**config.mk**
```make
export PLATFORM = sky130hd
export DESIGN_NAME = serial_magnitude_comparator_flat
export DESIGN_NICKNAME = d
export VERILOG_FILES = /design/src/rtl/serial_magnitude_comparator_if.sv /design/src/rtl/serial_magnitude_comparator.sv /design/src/flat_wrapper.sv
export SDC_FILE = /design/constraint.sdc
export NUM_CORES = 1
export LEC_CHECK = 0
export ABC_AREA = 1
export BUFFER_PORTS_ARGS = -buffer_cell sky130_fd_sc_hd__buf_2
export CAP_MARGIN = 10
export CORE_ASPECT_RATIO = 1.2
export CORE_MARGIN = 2
export CORE_UTILIZATION = 45
export CTS_CLUSTER_DIAMETER = 150
export DETAILED_ROUTE_END_ITERATION = 16
export PLACE_DENSITY_LB_ADDON = 0.1
export SLEW_MARGIN = 40
export SYNTH_ARGS = -nofsm -noshare
export SYNTH_HDL_FRONTEND = slang
export SYNTH_SLANG_ARGS = --single-unit
```
**constraint.sdc**
```tcl
create_clock -name clk -period 1.5 [get_ports clk]
set_input_delay 0.45 -clock clk [delete_from_list [all_inputs] [get_ports clk]]
set_output_delay 0.45 -clock clk [all_outputs]
set_load 0.02 [all_outputs]
```
**src/rtl/serial_magnitude_comparator_if.sv**
```systemverilog
`default_nettype none
// ============================================================================
//  Module   : serial_magnitude_comparator_if
//  Purpose  : Request/result bundle for the bit-serial magnitude comparator.
//             The master drives start and the operands. The slave returns
//             busy, the done strobe and the three result flags.
//  Revision : 1.0  initial release
// ============================================================================
interface serial_magnitude_comparator_if #(
  parameter int WIDTH = 8
);
  logic             start;
  logic [WIDTH-1:0] a;
  logic [WIDTH-1:0] b;
  logic             busy;
  logic             done;
  logic             a_gt_b;
  logic             a_eq_b;
  logic             a_lt_b;

  modport master (
    output start, a, b,
    input  busy, done, a_gt_b, a_eq_b, a_lt_b
  );

  modport slave (
    input  start, a, b,
    output busy, done, a_gt_b, a_eq_b, a_lt_b
  );
endinterface
`default_nettype wire

```
**src/rtl/serial_magnitude_comparator.sv**
```systemverilog
`default_nettype none
// ============================================================================
//  Module   : serial_magnitude_comparator
//  Purpose  : Unsigned MSB-first bit-serial magnitude comparator. A start
//             pulse in IDLE latches both operands. One bit is scanned per
//             clock, and the result is reported as one of gt/eq/lt together
//             with a single-cycle done strobe.
//  Options  : SERIAL_CMP_EARLY_EXIT_EN - finish as soon as the first
//             differing bit is found. Equal operands still scan every bit.
//  Revision : 1.0  initial release
// ============================================================================
module serial_magnitude_comparator #(
  parameter int WIDTH = 8
) (
  input  logic                          clk,
  input  logic                          rst,
  serial_magnitude_comparator_if.slave  bus
);

  localparam int             IDX_W   = $clog2(WIDTH);
  localparam logic [IDX_W-1:0] IDX_MAX = IDX_W'(WIDTH - 1);

  localparam logic [1:0] S_IDLE    = 2'd0;
  localparam logic [1:0] S_COMPARE = 2'd1;
  localparam logic [1:0] S_DONE    = 2'd2;

  logic [1:0]       state_q,   state_d;
  logic [WIDTH-1:0] a_q,       a_d;
  logic [WIDTH-1:0] b_q,       b_d;
  logic [IDX_W-1:0] idx_q,     idx_d;
  logic             decided_q, decided_d;
  logic             gt_q,      gt_d;
  logic             eq_q,      eq_d;
  logic             lt_q,      lt_d;

  // The operands shift left, so the bit under test always sits at the MSB.
  logic w_a_bit;
  logic w_b_bit;
  logic w_diff;

  assign w_a_bit = a_q[WIDTH-1];
  assign w_b_bit = b_q[WIDTH-1];
  assign w_diff  = w_a_bit ^ w_b_bit;

  // Next-state logic for the FSM, the operand shifters and the result flags.
  always_comb begin
    state_d   = state_q;
    a_d       = a_q;
    b_d       = b_q;
    idx_d     = idx_q;
    decided_d = decided_q;
    gt_d      = gt_q;
    eq_d      = eq_q;
    lt_d      = lt_q;

    case (state_q)
      S_IDLE: begin
        if (bus.start) begin
          a_d       = bus.a;
          b_d       = bus.b;
          idx_d     = IDX_MAX;
          decided_d = 1'b0;
          gt_d      = 1'b0;
          eq_d      = 1'b0;
          lt_d      = 1'b0;
          state_d   = S_COMPARE;
        end
      end

      S_COMPARE: begin
        a_d   = a_q << 1;
        b_d   = b_q << 1;
        idx_d = idx_q - 1'b1;
        // Only the first differing bit decides. Lower bits are ignored.
        if (!decided_q && w_diff) begin
          decided_d = 1'b1;
          gt_d      = w_a_bit;
          lt_d      = w_b_bit;
`ifdef SERIAL_CMP_EARLY_EXIT_EN
          state_d   = S_DONE;
`endif
        end
        if (idx_q == '0) begin
          state_d = S_DONE;
          if (!decided_q && !w_diff) begin
            eq_d = 1'b1;
          end
        end
      end

      S_DONE: begin
        state_d = S_IDLE;
      end

      default: begin
        state_d = S_IDLE;
      end
    endcase
  end

  // State register. An asynchronous reset aborts any compare in flight.
  always_ff @(posedge clk or posedge rst) begin
    if (rst) begin
      state_q   <= S_IDLE;
      a_q       <= '0;
      b_q       <= '0;
      idx_q     <= '0;
      decided_q <= 1'b0;
      gt_q      <= 1'b0;
      eq_q      <= 1'b0;
      lt_q      <= 1'b0;
    end else begin
      state_q   <= state_d;
      a_q       <= a_d;
      b_q       <= b_d;
      idx_q     <= idx_d;
      decided_q <= decided_d;
      gt_q      <= gt_d;
      eq_q      <= eq_d;
      lt_q      <= lt_d;
    end
  end

  assign bus.busy   = (state_q == S_COMPARE) || (state_q == S_DONE);
  assign bus.done   = (state_q == S_DONE);
  assign bus.a_gt_b = gt_q;
  assign bus.a_eq_b = eq_q;
  assign bus.a_lt_b = lt_q;

endmodule
`default_nettype wire

```
**src/flat_wrapper.sv**
```systemverilog
// flat-port wrapper written by rule: the top's interface ports become plain ports
module serial_magnitude_comparator_flat 
#(
  parameter int WIDTH = 8
)
  (clk, rst, bus_start, bus_a, bus_b, bus_busy, bus_done, bus_a_gt_b, bus_a_eq_b, bus_a_lt_b);
  serial_magnitude_comparator_if #(.WIDTH(WIDTH)) bus_i ();
  input  logic clk;
  input  logic rst;
  input wire logic [$bits(bus_i.start)-1:0] bus_start;
  input wire logic [$bits(bus_i.a)-1:0] bus_a;
  input wire logic [$bits(bus_i.b)-1:0] bus_b;
  output wire logic [$bits(bus_i.busy)-1:0] bus_busy;
  output wire logic [$bits(bus_i.done)-1:0] bus_done;
  output wire logic [$bits(bus_i.a_gt_b)-1:0] bus_a_gt_b;
  output wire logic [$bits(bus_i.a_eq_b)-1:0] bus_a_eq_b;
  output wire logic [$bits(bus_i.a_lt_b)-1:0] bus_a_lt_b;
  assign bus_i.start = bus_start;
  assign bus_i.a = bus_a;
  assign bus_i.b = bus_b;
  assign bus_busy = bus_i.busy;
  assign bus_done = bus_i.done;
  assign bus_a_gt_b = bus_i.a_gt_b;
  assign bus_a_eq_b = bus_i.a_eq_b;
  assign bus_a_lt_b = bus_i.a_lt_b;
  serial_magnitude_comparator #(.WIDTH(WIDTH)) u_core (.clk(clk), .rst(rst), .bus(bus_i));
endmodule
```
# Word level (Yosys, flattened, before mapping)
# Cells that the tools add are included.
# W data, S select, Z words.
[totals]
regBits = 25
[op_classes]
addsub = 1
n_bitwise = 1
n_mux = 19
n_eq_ne = 6
n_reduce_logical = 12
[op_table]
columns = ["cell", "count"]
rows = [
  ["$pmux W8 S2", 2],
  ["$mux W8", 2],
  ["$pmux W1 S2", 4],
  ["$mux W1", 6],
  ["$ne A2 B1 Y1 const B", 3],
  ["$pmux W3 S2", 1],
  ["$mux W2", 2],
  ["$pmux W2 S2", 1],
  ["$reduce_and A2 Y1", 2],
  ["$reduce_and A4 Y1", 1],
  ["$logic_not A3 Y1", 1],
  ["$mux W3", 1],
  ["$reduce_and A3 Y1", 1],
  ["$sub A3 B1 Y3 const B", 1],
  ["$eq A2 B1 Y1 const B", 1],
  ["$eq A2 B2 Y1 const B", 1],
  ["$logic_and A1 B1 Y1", 2],
  ["$logic_not A1 Y1", 2],
  ["$logic_not A2 Y1", 1],
  ["$ne A2 B2 Y1 const B", 1],
  ["$reduce_bool A2 Y1", 1],
  ["$logic_or A1 B1 Y1", 1],
  ["$xor A1 B1 Y1", 1],
]

# Longest topological paths before layout
# Gate-level depths: netlist (run 1).
[logic_depth]
word_depth = 6
depth_mapped = 10
ltp_nobuf = 9

# Worst setup path before layout (run 1)
# Ideal clock, no wire load.
[synth_path]
kind = "reg2reg"
from = "reg u_core.state_q[1]"
to = "reg u_core.eq_q, in the netlist u_core.bus.a_eq_b"
t_arrival_ps = 1226
setup_time_ps = 117
required_ps = 1383
synth_period_minus_slack_ps = 1343
slack_ps = 157
path_stages_with_launch = 11
path_cell_list = "dfrtp_1 > inv_1 > ha_1 > buf_4 > inv_2 > buf_6 > nor2_2 > nor2_1 > nand2_1 > nand2_1 > nand2_1"
[synth_via]
elab_chain_len = 3
word_cells_on_any_way = 8
classes_between = "eq/ne (4); mux (1); reduce/logical (3)"
[synth_rtl]
columns = ["element", "line_no", "text"]
rows = [
  ["start: declaration", "serial_magnitude_comparator.sv:27", "logic [1:0] state_q, state_d;"],
  ["start signal: assignment", "serial_magnitude_comparator.sv:113", "state_q <= state_d;"],
  ["$eq A2 B1 Y1 / $logic_not A2 Y1 (equally long branches)", "serial_magnitude_comparator.sv:56", "case (state_q)"],
  ["$ne A2 B1 Y1 (no source line) (tied with other cells)", "--", ""],
  ["$reduce_and A4 Y1 (no source line)", "--", ""],
  ["end signal: assignment", "serial_magnitude_comparator.sv:119", "eq_q <= eq_d;"],
  ["end: declaration", "serial_magnitude_comparator.sv:33", "logic eq_q, eq_d;"],
]
# Several ways; a longest one is shown, not always the timed one.
# A chain may end at the register's enable or synchronous reset.

# Worst setup path in the final report (run 1)
[layout_path]
from = "reg u_core.state_q[0]"
to = "out bus_done"
[layout_via]
elab_chain_len = 1
[layout_rtl]
columns = ["element", "line_no", "text"]
rows = [
  ["$eq A2 B2 Y1", "serial_magnitude_comparator.sv:125", "assign bus.done = (state_q == S_DONE);"],
  ["end: declaration", "flat_wrapper.sv:14", "output wire logic [$bits(bus_i.done)-1:0] bus_done;"],
]
# No other way between the ends.

==> results of run 1 <==
==> power breakdown <==
group,internal (W),switching [W],total (W)
logic,0.00144,0.00163,0.00307
clock network,0.000100,0.000220,0.000320
registers,0.00100,0.000195,0.00120
total,0.00255,0.00204,0.00459
==> cell usage in the layout (no fill, tap or decap), drive strengths merged <==
cell type   n
nand2      54
buf        41
dfrtp      25
nor2       18
a31oi      14
inv        13
ha          6
nand3       4
o21ai       4
clkbuf      4
a21oi       3
nand4       2
a22oi       2
clkinv      1
==> worst max-delay path: cells and delay by family, from the launching register on <==
kind	cells	cell delay, ps
adder cells (fa/ha/maj)	1	150
buffers and inverters	3	310
flip-flops	1	410
==> path summary, 6_finish.rpt <==
check | startpoint | to | slack [ps]
min in group clk | bus_a[0] | u_core.a_q[0] | 340
hold reg to reg | u_core.bus.a_eq_b | u_core.bus.a_eq_b | 490
hold / removal | rst | u_core.idx_q[0] | 30
setup reg to reg | u_core.state_q[0] | u_core.a_q[6] | -10
setup / recovery | u_core.state_q[0] | bus_done | -150
max in group asynchronous | rst | u_core.a_q[7] | 1070
==> metrics by stage <==
| step | instance area, µm² | setup slack, ps |
|---|---|---|
| 3_5_place_dp | 1450 | 20.1 |
| 4_1_cts | 1640 | -124 |
| 2_1_floorplan | 1250 | 157 |
| 5_1_grt | 1810 | -193 |
| 3_3_place_gp | 1450 | 68.2 |
| 6_report | 1810 | -146 |
==> per-layer routing <==
layer | up-vias | global-route usage (%) | share of wire [%]
met1 | 552 | 23.2 | 43
met5 | - | 0 | 0
li1 | 569 | - | -
met4 | 0 | 9.02 | 1.7
met2 | 20 | 34.5 | 53
met3 | 5 | 3.59 | 2.9
==> final cells by class <==
| class | instances | area share, % |
|---|---|---|
| multi-input cells | 107 | 38.9 |
| flip-flops and latches | 25 | 34.5 |
| repair buffers | 42 | 20.0 |
| inverters | 13 | 2.83 |
| well taps | 33 | 2.28 |
| clock buffers | 3 | 1.24 |
| clock inverters | 1 | 0.276 |
==> state kept, by name (all words and copies together) (netlist names) <==
name               flops
u_core.bus.a_lt_b      1
u_core.decided_q       1
u_core.bus.a_eq_b      1
u_core.idx_q           3
u_core.a_q             8
u_core.b_q             8
u_core.bus.a_gt_b      1
u_core.state_q         2
==> logic make-up after synthesis <==
kind of cell / after synthesis
and+or+nand+nor: 78
DFF: 25
AOI/OAI and AO/OA: 23
buffers and inverters: 20
adders and majority gates: 6
==> timing repair <==
item,CTS,global route
endpoints found under the setup margin,10,26
resized for setup,15,39
cloned,1,1
pin swaps,3,12
buffers inserted,7,4
==> results.md, run 1 <==
- Pre-antenna DRT Iters: 4
- Area of the multi-input gates: 704 µm²
- RSZ-0062 raised after global routing: true
- Non-filler cells, final: between 200 and 250
- Number of distinct library cells after synthesis: 19
- Post-Route Skew: 1.82 ps
- DP Wirelength: 1.76 mm
- Initial antenna violation count: 0
- I/O Buffers: 23
- Mux share of post-synthesis cell area: 0%
- Worst setup SP type: flop
- Net count after synthesis: ~180
- XOR/XNOR Fraction of Synth Area: 0%
- FMAX: slightly above 0.6 GHz
- # DRC: 0
- Yosys reg bits: 25
- FILL cells: between 200 and 250
- Ys async rst share: 100%
- Core footprint: 0.00258 mm²
- Failing checks: negative setup slack
- Commonest cells post-synth: 54 x nand2_1, 25 x dfrtp_1, 17 x nor2_1
- DRT Wirelength: 3.09 mm
- H-tree Lvls: 1
- Pwr per Cell Area: 2530 mW/mm²
- Crit path largest cell delay: 410 ps
- Synth Area in Simple Gates: around a quarter
- Max clock buf depth: 2
- Post-DRT Antenna Nets: 0
- Layout cell share with drive strength beyond 1: 38.2%
- Grt ovf: 0
- Final setup violation count: 7
- Critical path endpoint category: output pin
- Via count: 1146
- Post-layout util: 70.3%
- Fin. Hold Viols: 0
- EDFF count, synth: 0
- Largest family of logic cells by synthesized area: simple AND/OR/NAND/NOR gates
- Worst path cell trace: inv_2 -> buf_6 -> ha_4 -> buf_6
- CP most frequent cell: buf_6
- Die ar.: roughly 0.0032 mm²
- TritonCTS Buffers: 3
- Rows: 20
- Arrival @ worst endpoint: 1200 ps
- Drt wl/cell: 13.8 µm
- Area grow syn2layout: 44.9%
- Compound-Gate Fraction of Synth Area: a little under an eighth
- Slowest cell on crit path: dfrtp_1
- Crit share post-route: 110%
- Clock-pin slew of the registers on the worst-case setup and hold paths: 140 ps
- Sequential area share after synthesis: 50.1%
- Worst setup path class: reg2out
- Final period demand of the worst path: 1650 ps
- Vias in the first global route: 1061
- TritonCTS clock tree: yes
- Hold Crit Class: in2async
- Clock Latency Late Sink: 330 ps
- R2R depth: 8
- Critical Path Fanout Max: 2
- Chip width: 52.1 µm
- Final net count: approximately 220
- Max cap viols: 0
- Setup WS post-layout: -146 ps
- Vias per inst: 5.12
- Initial Util: 48.5%
- Max VDD drop: 1380 µV
- Cts hold-fix bufs: 0
- Placed Cells: roughly 210
- Global-route wire length before repair: 4.62 mm
- Mean Syn Cell Area: between 8 and 9 µm²
- FF/Latch Area: ~630 µm²
- Largest cells by area after synthesis: dfrtp_1 50%, nand2_1 16%, a31oi_1 7.0%
- Area leader, netlist: dfrtp_1
- Num ports: 24
- Initial DRC count: 16
- Synthesized netlist cell count: 152
- Mapped cell area: 0.00125 mm²
- Tot GR Track Use: 19.6%
- DIE HEIGHT: 61.7 µm
- Adder-Cell Fraction of Synth Area: 6.01%
- Leak: between 0.8 and 0.9 nW
- Top-count cell post-synth: nand2_1
- Status: finished with violations
- Slew at the pin with the worst max-slew slack: 308 ps
- Clock root buffer: clkbuf_4
- GPL Wtd Cong: 0.798
- Worst hold slack: 29.9 ps
- Largest net degree at the start of global routing: 21
- Ant. Diodes: 0
- Relative slew slack: 79.4%
- Final Max Slew Viols: 0
- Ys Warns: 0
- Required time worst endpoint: 1050 ps
- Post-synth top area share: between 50% and 60%
- Ys flop type: dfrtp_1
- Setup TNS Final: -311 ps
- PnR Total Power: 0.00459 W
- CTS sink cnt: 25
No activity file was read; power rests on OpenSTA's default activity.
==> run 2, diff against run 1 <==
- SKIP_CTS_REPAIR_TIMING: default -> 1
==> results.md, run 2 (same netlist as run 1, synthesis figures left out) <==
- Max clock buf depth: 2 (unchanged)
- FMAX: 0.601 GHz (-1.0%)
- Layout cell share with drive strength beyond 1: 26.4% (-12 points)
- Grt ovf: 0 (unchanged)
- Worst path cell trace: inv_2 -> ha_1 -> buf_6
- Largest net degree at the start of global routing: 21 (unchanged)
- Relative slew slack: 79.2% (-0.23 points)
- Final period demand of the worst path: 1660 ps (+16.9 ps)
- RSZ-0062 raised after global routing: true
- Slew at the pin with the worst max-slew slack: 312 ps (+3.41 ps)
- Vias in the first global route: 986 (-7.1%)
- Ant. Diodes: 0 (unchanged)
- Slowest cell on crit path: dfrtp_1
- Chip width: 52.1 µm (unchanged)
- Arrival @ worst endpoint: 1210 ps (about the same)
- Vias per inst: 5.00 (-2.4%)
- Status: finished with violations
- Placed Cells: 209 (unchanged)
- Post-DRT Antenna Nets: 0 (unchanged)
- Core footprint: 0.00258 mm² (unchanged)
- DRT Wirelength: 2.46 mm (-20%)
- Rows: 20 (unchanged)
- Crit share post-route: 111% (+1.1 points)
- Setup WS post-layout: -163 ps (-16.9 ps)
- Initial antenna violation count: 0 (unchanged)
- Top delay family on crit path: flip-flops
- Die ar.: 0.00322 mm² (unchanged)
- Final Max Slew Viols: 0 (unchanged)
- H-tree Lvls: 1 (unchanged)
- Via count: 1074 (-6.3%)
- Most frequent cells in the layout: 52 x nand2_1, 25 x dfrtp_1, 21 x buf_2, 15 x nor2_1, 14 x a31oi_1
- TritonCTS Buffers: 3 (unchanged)
- Final setup violation count: 2 (-5)
- TritonCTS clock tree: yes
- Pwr per Cell Area: 2330 mW/mm² (-8.1%)
- Num ports: 24 (unchanged)
- Most common cell after layout, fill and taps aside: nand2_1
- Final net count: 208 (-4.1%)
- CTS sink cnt: 25 (unchanged)
- Post-layout util: 59.8% (-11 points)
- Area grow syn2layout: 23.2%
- Required time worst endpoint: 1050 ps (about the same)
- Leak: 0.796 nW (-9.5%)
- Worst Path Buf+Inv: 2 (-1)
- Drt wl/cell: 11.4 µm (-17%)
- Worst setup slack after placement: 20.1 ps (unchanged)
- Failing checks: negative setup slack
- Initial DRC count: 11 (-5)
- Clock-pin slew of the registers on the worst-case setup and hold paths: 130 ps (about the same)
- Non-filler cells, final: 215 (-4.0%)
- Post-Route Skew: 3.25 ps (+1.43 ps)
- Critical path endpoint category: output pin
- Max VDD drop: 1130 µV (-18%)
- DIE HEIGHT: 61.7 µm (unchanged)
- GPL Wtd Cong: 0.798 (unchanged)
- Reg-to-reg slack, setup: 0 ps (about the same)
- I/O Buffers: 23 (unchanged)
- Worst setup path class: reg2out
- Initial Util: 48.5% (unchanged)
- Hold Crit Class: in2async
- Fin. Hold Viols: 0 (unchanged)
- # DRC: 0 (unchanged)
- Pre-antenna DRT Iters: 3 (-1)
- Max cap viols: 0 (unchanged)
- Critical Path Fanout Max: 3 (+1)
- Worst setup SP type: flop
- DP Wirelength: 1.76 mm (unchanged)
- Clock root buffer: clkbuf_4
- Clock Latency Late Sink: 320 ps (about the same)
- Crit path largest cell delay: 410 ps (about the same)
- Worst hold slack: 43.4 ps (+13.5 ps)
- Global-route wire length before repair: 4.11 mm (-11%)
- Biggest regs: u_core.a_q: 8 flops, u_core.b_q: 8 flops, u_core.idx_q: 3 flops
- Tot GR Track Use: 17.5% (-2.1 points)
[run 2: worst register-to-register path, stage by stage (launching register included)]
cell and delay [ps]:
dfrtp_1 430, inv_2 80, ha_1 290, nand2_1 140, o21ai_4 130, buf_12 170
nor2_1 40, a31oi_1 140
[run 2: area by class of cell]
cell class	instances	area (µm²)
multi-input cells	107	546
fillers	251	1040
inverters	13	48.8
well taps	33	41.3
clock buffers	3	22.5
clock inverters	1	5.00
repair buffers	33	251
flip-flops and latches	25	626
[run 2: worst paths after layout]
path	depth (start not counted)	startpoint	to
max	3	u_core.state_q[1]	bus_busy
min	2	rst	u_core.idx_q[0]
min reg2reg	2	u_core.bus.a_eq_b	u_core.bus.a_eq_b
max in group asynchronous	3	rst	u_core.a_q[0]
min in group clk	3	bus_a[0]	u_core.a_q[0]
max reg2reg	7	u_core.state_q[1]	u_core.b_q[7]
[run 2: layer usage]
layer	vias up	share of wire (%)	track usage (%)	routed length, µm
met5	-	0	0	0
met4	0	1.4	9.02	34
met3	4	3.3	3.59	81
met2	17	53	31.3	1300
met1	505	42	19.8	1040
li1	548	-	-	-
[run 2: per-stage QoR]
| step | setup TNS (ps) | power (W) | cell area [µm²] |
|---|---|---|---|
| floorplan | 0 | 0.00257 | 1250 |
| global placement | 0 | 0.00301 | 1450 |
| detailed placement | 0 | 0.00309 | 1450 |
| CTS | -477 | 0.00340 | 1480 |
| global route | -1790 | 0.00395 | 1540 |
| finish | -306 | 0.00358 | 1540 |
[run 2: power breakdown]
part,internal [W],switching [W]
clock,0.000100,0.000207
sequential,0.00100,0.000188
combinational,0.000920,0.00116
==> run 3, diff against run 2 <==
- CTS_BUF_LIST: default -> sky130_fd_sc_hd__clkbuf_4 sky130_fd_sc_hd__clkbuf_8
- PLACE_DENSITY: default -> 0.67
- PLACE_DENSITY_LB_ADDON: 0.1 -> default
==> results.md, run 3 (same netlist as run 1, synthesis figures left out) <==
- R2R depth: 7 (unchanged)
- Setup WS post-layout: -113 ps (+49.8 ps)
- Max VDD drop: 1340 µV (+19%)
- RSZ-0062 raised after global routing: true
- Area of the multi-input gates: 566 µm² (+3.7%)
- Post-layout util: 61.8% (+2.0 points)
- FILL cells: 225 (-10%)
- GR Util met1: 19.7% (-0.12 points)
- Required time worst endpoint: 1050 ps (about the same)
- Final period demand of the worst path: 1610 ps (-49.8 ps)
- Leak: 0.824 nW (+3.6%)
- Final setup violation count: 2 (unchanged)
- Slew at the pin with the worst max-slew slack: 323 ps (+11.0 ps)
- Post-Route Skew: 3.77 ps (+0.518 ps)
- Layout cell share with drive strength beyond 1: 28.7% (+2.3 points)
- Max cap viols: 0 (unchanged)
- Setup TNS Final: -222 ps (+84.3 ps)
- DRT Wirelength: 2.69 mm (+9.4%)
- CTS sink cnt: 25 (unchanged)
- Die ar.: 0.00322 mm² (unchanged)
- Worst setup slack after placement: 23.7 ps (+3.67 ps)
- Initial Util: 48.5% (unchanged)
- Vias in the first global route: 986 (unchanged)
- # DRC: 0 (unchanged)
- Design internal power: 0.00215 W (+6.1%)
- Hold Crit Class: in2async
- Status: finished with violations
- Largest net degree at the start of global routing: 26 (+24%)
- Tot GR Track Use: 17.1% (-0.40 points)
- Arrival @ worst endpoint: 1160 ps (-50 ps)
- Met2 usage: 32.2% (+0.90 points)
- GPL Wtd Cong: 0.818 (+2.5%)
- RR Startpoint: u_core.state_q[0]
- Worst setup SP type: flop
- Pre-antenna DRT Iters: 4 (+1)
- Pwr per Cell Area: 2380 mW/mm² (+2.4%)
- Sw power: 0.00165 W (+5.6%)
- Num ports: 24 (unchanged)
- Most frequent cells in the layout: 52 x nand2_1, 25 x dfrtp_1, 21 x buf_2, 16 x nor2_1, 14 x a31oi_1
- Drt wl/cell: 12.2 µm (+6.4%)
- Worst setup path class: reg2out
- Layer carrying the most global-route usage: met2
- DP Wirelength: 1.81 mm (+2.5%)
- Clock Latency Late Sink: 310 ps (about the same)
- Relative slew slack: 78.5% (-0.71 points)
- Final Max Slew Viols: 0 (unchanged)
- Ant. Diodes: 0 (unchanged)
- Vias per inst: 5.00 (about the same)
- Met3 usage: 2.15% (-1.4 points)
- Initial antenna violation count: 0 (unchanged)
- Max clock buf depth: 2 (unchanged)
- TritonCTS Buffers: 3 (unchanged)
- Core footprint: 0.00258 mm² (unchanged)
- Via count: 1105 (+2.9%)
- FF/Latch Area: 626 µm² (unchanged)
- Critical path endpoint category: output pin
- Chip width: 52.1 µm (unchanged)
- Fin. Hold Viols: 0 (unchanged)
- PnR Total Power: 0.00379 W (+5.9%)
- Initial DRC count: 26 (+15)
- Crit share post-route: 108% (-3.3 points)
- Grt ovf: 0 (unchanged)
- Failing checks: negative setup slack
- Clock network fraction of total power: 7.9% (-0.7 points)
- I/O Buffers: 23 (unchanged)
- Rows: 20 (unchanged)
- R2r endpoint: u_core.b_q[5]
- Area grow syn2layout: 27.4%
- FMAX: 0.620 GHz (+3.1%)
- DIE HEIGHT: 61.7 µm (unchanged)
- Biggest regs: u_core.a_q: 8 flops, u_core.b_q: 8 flops, u_core.idx_q: 3 flops
- Clock root buffer: clkbuf_4
- H-tree Lvls: 1 (unchanged)
- Final net count: 214 (+2.9%)
- Sw Share: 43.4% (-0.12 points)
- Critical Path Fanout Max: 3 (unchanged)
- Setup crit end: bus_busy
- Global-route wire length before repair: 4.06 mm (-1.0%)
- Reg-to-reg slack, setup: 20 ps (+20 ps)
- Post-DRT Antenna Nets: 0 (unchanged)
- CP startpoint: u_core.state_q[1]
- Seq pwr share: 31.4% (-1.9 points)
- Most common cell after layout, fill and taps aside: nand2_1
- Clock-pin slew of the registers on the worst-case setup and hold paths: 130 ps (about the same)
- Combinational power share: 60.6% (+2.5 points)
- TritonCTS clock tree: yes
run 3: cell type report:
cell class,instances,share of cell area (%)
sequential,25,39.3
multi-input combinational,107,35.5
timing repair buffer,39,17.8
inverter,13,3.06
tap,33,2.59
clock buffer,3,1.41
clock inverter,1,0.314
run 3: how the worst min path moves through the flow:
stage / start / to / slack [ps] / cells after the start
2_1_floorplan: u_core.idx_q[0] / u_core.idx_q[0] / 440 / 1
3_3_place_gp: u_core.bus.a_lt_b / u_core.bus.a_lt_b / 450 / 2
3_5_place_dp: u_core.decided_q / u_core.decided_q / 460 / 2
4_1_cts: rst / u_core.bus.a_lt_b / 160 / 3
5_1_grt: rst / u_core.state_q[0] / 180 / 3
6_report: rst / u_core.state_q[0] / 150 / 3
run 3: power groups by stage:
| stage | Clock (W) | Combinational [W] | Sequential (W) |
|---|---|---|---|
| after floorplan | 0 | 0.00138 | 0.00119 |
| after global placement | 0 | 0.00168 | 0.00119 |
| after detailed placement | 0 | 0.00175 | 0.00121 |
| after CTS | 0.000315 | 0.00176 | 0.00119 |
| after global routing | 0.000336 | 0.00258 | 0.00123 |
| final | 0.000301 | 0.00230 | 0.00119 |
run 3: worst max-delay path, cell delays in order (launching register included):
cell	delay (ps)
dfrtp_1	420
inv_2	100
ha_4	210
buf_6	120
run 3: metal layers:
metal / share of wire, % / vias up / routed length [µm]
li1: - / 561 / -
met1: 44 / 519 / 1170
met3: 3.6 / 4 / 96
met4: 1.1 / 0 / 29
met5: 0 / - / 0
met2: 52 / 21 / 1390
run 3: per-stage QoR:
stage	std cells	hold WS, ps	area, µm²
after floorplan	152	440	1250
after global placement	208	451	1410
after detailed placement	208	460	1410
after CTS	212	158	1440
after global routing	221	180	1590
final	221	154	1590
